`src/rtl/parity_pkg.sv`:
```
// Shared definitions for the parity serial transmit/receive blocks: FSM
// states, parity mode encodings and serial line levels.
package parity_pkg;

  typedef enum logic [2:0] {
    IDLE,
    START,
    DATA,
    PARITY,
    STOP
  } state_e;

  localparam logic PARITY_EVEN = 1'b0;
  localparam logic PARITY_ODD  = 1'b1;

  localparam logic TX_IDLE  = 1'b1;
  localparam logic TX_START = 1'b0;
  localparam logic TX_STOP  = 1'b1;

endpackage

```
`src/rtl/bit_period_cnt.sv`:
```
// Bit-period timer: counts 0..CLKS_PER_BIT-1 and pulses tick (registered)
// on the last cycle of every period. Held at zero while clear is high.
module bit_period_cnt #(
  parameter int CLKS_PER_BIT = 4
) (
  input  logic clk,
  input  logic rst_n,
  input  logic clear,
  output logic tick
);

  localparam int CNT_W = (CLKS_PER_BIT > 1) ? $clog2(CLKS_PER_BIT) : 1;
  localparam logic [CNT_W-1:0] LAST = CNT_W'(CLKS_PER_BIT - 1);

  logic [CNT_W-1:0] cnt_q, cnt_d;
  logic             tick_q, tick_d;

  // NOTE: every always_comb output gets a value on every path (here via the
  // if/else); a missing assignment would infer a latch.
  always_comb begin
    if (clear || cnt_q == LAST) begin
      cnt_d = '0;
    end else begin
      cnt_d = cnt_q + CNT_W'(1);
    end
    // Tick is registered from the next count so it lines up with cnt == LAST.
    tick_d = (cnt_d == LAST);
  end

  // NOTE: sequential state uses non-blocking assignments so all flops update
  // together on the edge, independent of statement order.
  always_ff @(posedge clk) begin
    if (!rst_n) begin
      cnt_q  <= '0;
      tick_q <= 1'b0;
    end else begin
      cnt_q  <= cnt_d;
      tick_q <= tick_d;
    end
  end

  assign tick = tick_q;

endmodule

```
`src/rtl/parity_serial_tx.sv`:
```
// Serial frame transmitter: start bit, DATA_W data bits LSB-first, even/odd
// parity bit, stop bit. Words are accepted over a valid/ready handshake.
module parity_serial_tx
  import parity_pkg::*;
#(
  parameter int DATA_W       = 8,
  parameter int CLKS_PER_BIT = 4
) (
  input  logic              clk,
  input  logic              rst_n,
  input  logic [DATA_W-1:0] data_in,
  input  logic              even_odd,
  input  logic              valid_in,
  output logic              ready_out,
  output logic              tx,
  output logic              busy,
  output logic              frame_done
);

  localparam int BIT_CNT_W = $clog2(DATA_W + 1);
  localparam logic [BIT_CNT_W-1:0] LAST_BIT = BIT_CNT_W'(DATA_W - 1);

  state_e                state_q, state_d;
  logic [DATA_W-1:0]     shift_q, shift_d;
  logic                  parity_q, parity_d;
  logic [BIT_CNT_W-1:0]  bit_cnt_q, bit_cnt_d;
  logic                  tick;

  bit_period_cnt #(
    .CLKS_PER_BIT(CLKS_PER_BIT)
  ) u_bit_period_cnt (
    .clk  (clk),
    .rst_n(rst_n),
    .clear(state_q == IDLE),
    .tick (tick)
  );

  always_ff @(posedge clk) begin
    if (!rst_n) begin
      state_q   <= IDLE;
      shift_q   <= '0;
      parity_q  <= 1'b0;
      bit_cnt_q <= '0;
    end else begin
      state_q   <= state_d;
      shift_q   <= shift_d;
      parity_q  <= parity_d;
      bit_cnt_q <= bit_cnt_d;
    end
  end

  always_comb begin
    state_d   = state_q;
    shift_d   = shift_q;
    parity_d  = parity_q;
    bit_cnt_d = bit_cnt_q;
    case (state_q)
      IDLE: begin
        if (valid_in) begin
          state_d   = START;
          shift_d   = data_in;
          parity_d  = ^data_in ^ even_odd;
          bit_cnt_d = '0;
        end
      end
      START: begin
        if (tick) state_d = DATA;
      end
      DATA: begin
        if (tick) begin
          shift_d   = shift_q >> 1;
          bit_cnt_d = bit_cnt_q + BIT_CNT_W'(1);
          if (bit_cnt_q == LAST_BIT) state_d = PARITY;
        end
      end
      PARITY: begin
        if (tick) state_d = STOP;
      end
      STOP: begin
        if (tick) state_d = IDLE;
      end
      default: state_d = IDLE;
    endcase
  end

  // Outputs decode flops only, so no input reaches an output combinationally.
  always_comb begin
    tx         = TX_IDLE;
    ready_out  = 1'b0;
    busy       = 1'b1;
    frame_done = 1'b0;
    case (state_q)
      IDLE: begin
        ready_out = 1'b1;
        busy      = 1'b0;
      end
      START:   tx = TX_START;
      DATA:    tx = shift_q[0];
      PARITY:  tx = parity_q;
      STOP: begin
        tx         = TX_STOP;
        frame_done = tick;
      end
      default: tx = TX_IDLE;
    endcase
  end

endmodule

```
`config.mk`:
```
export PLATFORM = sky130hd
export DESIGN_NAME = parity_serial_tx
export DESIGN_NICKNAME = d
export VERILOG_FILES = /design/src/rtl/parity_pkg.sv /design/src/rtl/bit_period_cnt.sv /design/src/rtl/parity_serial_tx.sv
export SDC_FILE = /design/constraint.sdc
export NUM_CORES = 1
export LEC_CHECK = 0
export BUFFER_PORTS_ARGS = -buffer_cell sky130_fd_sc_hd__buf_4
export CORE_UTILIZATION = 54
export CTS_CLUSTER_DIAMETER = 120
export CTS_CLUSTER_SIZE = 16
export DETAILED_ROUTE_END_ITERATION = 12
export MAX_ROUTING_LAYER = met4
export PLACE_DENSITY = 0.77
export SLEW_MARGIN = 20
export SYNTH_ARGS = -nofsm -noshare
export SYNTH_HDL_FRONTEND = slang
export SYNTH_SLANG_ARGS = --single-unit
```
`constraint.sdc`:
```
create_clock -name clk -period 1.6 [get_ports clk]
set_input_delay 0.32 -clock clk [delete_from_list [all_inputs] [get_ports clk]]
set_output_delay 0.32 -clock clk [all_outputs]
set_load 0.005 [all_outputs]
```
Word level (Yosys, flattened, before mapping)
Index checks and enable logic that the tools add are counted.

storage, ports and cells
  output and inout port bits = 4
  logic and storage cells = 47
  register bits = 19

operators by class
  $add $sub $neg = 2
  bitwise logic cells = 1
  eq/ne operators = 13
  mux-type cells = 18
  reductions and logical operators = 7

operators with widths
  cell                                                                     number
  3-bit 2-to-1 mux                                                         6
  8-bit 2-to-1 mux                                                         2
  8-bit case mux with 2 select lines                                       1
  3-bit case mux with 5 select lines                                       1
  4-bit 2-to-1 mux                                                         2
  2-bit by 1-bit inequality test with 1-bit output, second input constant  4
  4-bit case mux with 2 select lines                                       1
  8-bit parity                                                             1
  3-bit by 2-bit equality test with 1-bit output, second input constant    2
  6-bit AND reduction                                                      1
  4-bit by 1-bit adder with 4-bit output, second input constant            1
  2-bit equality test, second input constant                               2
  4-bit by 3-bit equality test with 1-bit output, second input constant    1
  2-bit inequality test, second input constant                             2
  3-bit by 1-bit equality test with 1-bit output, second input constant    1
  3-bit equality test, second input constant                               1
  3-bit logical NOT                                                        1
  1-bit 2-to-1 mux                                                         3
  1-bit case mux with 3 select lines                                       1
  3-bit AND reduction                                                      1
  2-bit by 1-bit adder with 2-bit output, second input constant            1
  2-bit 2-to-1 mux                                                         1
  2-bit AND reduction                                                      1
  2-bit nonzero test                                                       1
  2 further kinds                                                          2

Longest topological paths before layout
  depth after elaboration = 4
  depth in mapped cells = 6
  gate-level depth less buffers = 5

Hierarchy
From an unflattened synthesis, not the netlist that was laid out.

second synthesis, totals
  cell total of the unflattened synthesis = 112
  area, all modules = 1053.5 sq um

by module, submodules not included
  module            area an instance (sq um)  instances  seq. area each (sq um)  cells each
  parity_serial_tx  944.7                     1          320.3                   104
  bit_period_cnt    108.9                     1          60.1                    8

Least setup slack after synthesis
OpenSTA, ideal clock, no wires.

  path type = register to register
  start = register state_q[1]
  end = register shift_q[0]
  arrival time = 1225 ps
  buffers on the path = 2
  slack = 259 ps
  data required time = 1484 ps
  setup time = 116 ps
  clock period less this slack = 1341 ps
  cell stages (with the launch flop) = 6
  cells stage by stage = dfxtp_1 > mux2_4 > and2_4 > buf_6 > buf_6 > o211a_1

on the way
  longest elaborated chain between the ends = 3

RTL lines
  item                                                                                             line                    text
  start: declaration                                                                               parity_serial_tx.sv:23  state_e state_q, state_d;
  start signal: assignment                                                                         parity_serial_tx.sv:45  state_q <= state_d;
  3-bit by 2-bit equality test with 1-bit output / 3-bit logical NOT (equally long branches)       parity_serial_tx.sv:57  case (state_q)
  2-bit by 1-bit inequality test with 1-bit output (no source line), or another cell as far along  n/a
  3-bit AND reduction (no source line)                                                             n/a
  end signal: assignment                                                                           parity_serial_tx.sv:46  shift_q <= shift_d;
  end: declaration                                                                                 parity_serial_tx.sv:24  logic [DATA_W-1:0] shift_q, shift_d;

Several ways; a longest one is shown, not always the timed one.
A chain may end at the register's enable or synchronous reset.

Final worst setup path
  start = register state_q[1]
  end = output ready_out

on the way
  longest elaborated chain between the ends = 2

RTL lines
  item               line                    text
  3-bit logical NOT  parity_serial_tx.sv:92  case (state_q)
  1-bit 2-to-1 mux   parity_serial_tx.sv:92
  end: declaration   parity_serial_tx.sv:14  output logic ready_out,

Every way passes these cells.

==> flow_summary.ini <==
[run_status]
outcome = complete, but fails checks
violations = negative setup slack

[critical_path]
arrival_ns = 1.31
critPathLaunchType = register
worstReg2RegEnd = bit_cnt_q[1]
path_max_fanout = 3
critPathKind = register to output pin
crit_start = state_q[1]
r2r_start = state_q[1]
r2r_setup_slack_ns = 0.09
crit_end = ready_out
r2r_cells = 6
endpoint_kind = output pin
worst_ep_required_time_ns = 1.28

[sta]
clock_skew_ns = 0.00400
tns_ns = -0.0550
finalHoldViolations = 0
finalWorstSetupSlack_ns = -0.0296
rsz0062_at_grt = yes
max_slew_margin_pct = 78.9
slew_violations = 0
final.period_utilization_pct = 102
period_minus_slack_ns = 1.63
worst_slew_pin_slew_ns = 0.315
fmax_ghz = 0.614
finalSetupViolCount = 2

[drt]
wl_per_cell_um = 13.1
routed_wl_um = 1940
num_vias = 785
ant_nets = 0
vias_per_cell = 5.30
first_pass_iters = 4
dr.first_iter.drc_count = 6
drc_errors = 0

[global_routing]
grt_use_total_pct = 22.1
grt_pass1_vias = 708
grt_pass1_wl_um = 3140
grt_overflow = 0
antenna_found_initial = 0
grt_max_degree = 19

[clock_network]
numCtsBuffers = 3
clkSlewWorstSetupHoldPaths_ns = 0.11
hold_buffers = 0
clock-root-buffer = clkbuf_4
cts_buffer_depth = 2
tritoncts = done
h-tree-depth = 1
clock_latency_ns = 0.29
cts.sinks = 19

[layout]
stdcell_count = 148
area_growth_syn_to_layout_pct = 19.1
multi_input_area_um2 = 586
fin_area_um2 = 1210
fin_nets = 138
drive_above_1_share_pct = 27.6
antenna_cells = 0
fillers = 142
regArea_um2 = 389

[synthesis]
yosys_warnings = 0
synth_most_common_cell = dfxtp_1
postSynth.asyncResetShare_pct = 0
synth.top_cells.by_count = dfxtp_1 (19), nand2_1 (12), mux2i_1 (8)
yosysTopAreaCellShare_pct = 37.4
synth_seq_cells = 19
synth_top_flop_cell = dfxtp_1
syn_inst = 104
syn_nets = 118
synth.avg_cell_area_um2 = 9.77
synth_area_leader_cell = dfxtp_1
synth-seq-area-share_pct = 37.4
synth_area_um2 = 1020
synthTopCellsByArea = dfxtp_1 (37%), mux2i_1 (7.9%), o211a_1 (6.9%), nand2_1 (4.4%), xor2_1 (4.3%)
synth_edf_count = 0
synth.distinct_cells = 37

[floorplan]
ios = 16
start_util_pct = 58.2
die_width_um = 45.4
dieArea_um2 = 2060
die_h_um = 45.4
rows = 15
core_um2 = 1750

[power_and_ir_drop]
vdd_drop_max_mv = 0.616
power.net_switching_w = 0.000235
p_sw_share_pct = 25.7
p_int_w = 0.000681
pwr-share-comb_pct = 17.3
clock_power_share_pct = 26.2
power.share.sequential_pct = 56.4
power_density_nw_per_um2 = 757
power_leakage_nw = 0.577

[placement]
port_buffers = 15
dp_hpwl_um = 1280
place_area_um2 = 1130
gp_congestion = 0.774
dp_slack_ns = 0.181
placed_cells = 140

[worst_hold_path]
min_path_cells = 2
worstHoldPathType = primary input to register

[flow_run]
drv_cap = 0
## sequential cells by signal (all words and copies together), names as in the netlist
signal	flops
parity_q	1
u_bit_period_cnt.tick	1
u_bit_period_cnt.cnt_q	2
state_q	3
bit_cnt_q	4
shift_q	8
## power by group through the flow
stage / logic, W / registers, W / clock network [W]
2_1_floorplan: 0.000116 / 0.000519 / 0
3_3_place_gp: 0.000151 / 0.000527 / 0
3_5_place_dp: 0.000155 / 0.000528 / 0
4_1_cts: 0.000158 / 0.000517 / 0.000251
5_1_grt: 0.000178 / 0.000520 / 0.000268
6_report: 0.000159 / 0.000517 / 0.000240
## logic make-up (layout without fill, tap and decap cells)
kind of cell	count (synthesis)	in the layout	share of synthesized area (%)
adders and majority gates	2	2	2.46
AOI/OAI and AO/OA	14	14	11.9
buffers and inverters	9	28	5.42
muxes	9	9	9.36
DFF	19	19	37.4
xor gates and xnor gates	9	9	9.11
and+or+nand+nor	42	42	24.3
## placed cells by master (no fill, tap or decap), drive strengths merged, types with 2 or more instances in the layout
master / instances
a21boi: 2
and2: 2
and3: 2
buf: 21
clkbuf: 3
dfxtp: 19
ha: 2
inv: 3
mux2i: 8
nand2: 12
nand2b: 2
nand3: 3
nor2: 7
nor2b: 4
nor3b: 2
nor4b: 2
o211a: 7
xnor2: 3
xor2: 5
## final cells by class
class | instances | area share [%]
inverters | 3 | 1.14
flip-flops and latches | 19 | 32.2
clock inverters | 1 | 0.414
well taps | 25 | 2.59
multi-input cells | 76 | 48.4
repair buffers | 21 | 13.4
clock buffers | 3 | 1.86
## layer usage
layer | part of all wire [%] | vias up | wire length, um | GRT usage [%]
met5 | 0 | - | 0 | -
met4 | 0.62 | 0 | 12 | 9.09
met3 | 1.7 | 2 | 33 | 4.76
met2 | 49 | 6 | 958 | 33.3
met1 | 48 | 372 | 933 | 28.6
li1 | - | 405 | - | -
## what timing repair did
item	CTS	global route
buffers inserted	3	0
endpoints found under the setup margin	4	9
resized for setup	5	5
pin swaps	2	1
cloned	0	1
## worst min path at each step
stage | to | startpoint
floorplan | u_bit_period_cnt.tick | u_bit_period_cnt.cnt_q[0]
global placement | u_bit_period_cnt.tick | u_bit_period_cnt.cnt_q[0]
detailed placement | u_bit_period_cnt.tick | u_bit_period_cnt.cnt_q[0]
CTS | shift_q[0] | rst_n
global route | shift_q[0] | rst_n
finish | shift_q[0] | rst_n
## stage by stage
| stage | util, % | hold WS (ns) | power, W |
|---|---|---|---|
| 2_1_floorplan | - | 0.421 | 0.000635 |
| 3_3_place_gp | 64.8 | 0.430 | 0.000678 |
| 3_5_place_dp | 64.8 | 0.439 | 0.000683 |
| 4_1_cts | 68.4 | 0.343 | 0.000926 |
| 5_1_grt | 69.3 | 0.340 | 0.000966 |
| 6_report | 69.3 | 0.356 | 0.000916 |
## critical path, stage by stage, from the launching register on
cell and delay (ns):
dfxtp_4 0.36, buf_6 0.11, or3_4 0.39, inv_4 0.07
buf_6 0.08
Note: power is estimated with default switching activity, not from simulation.
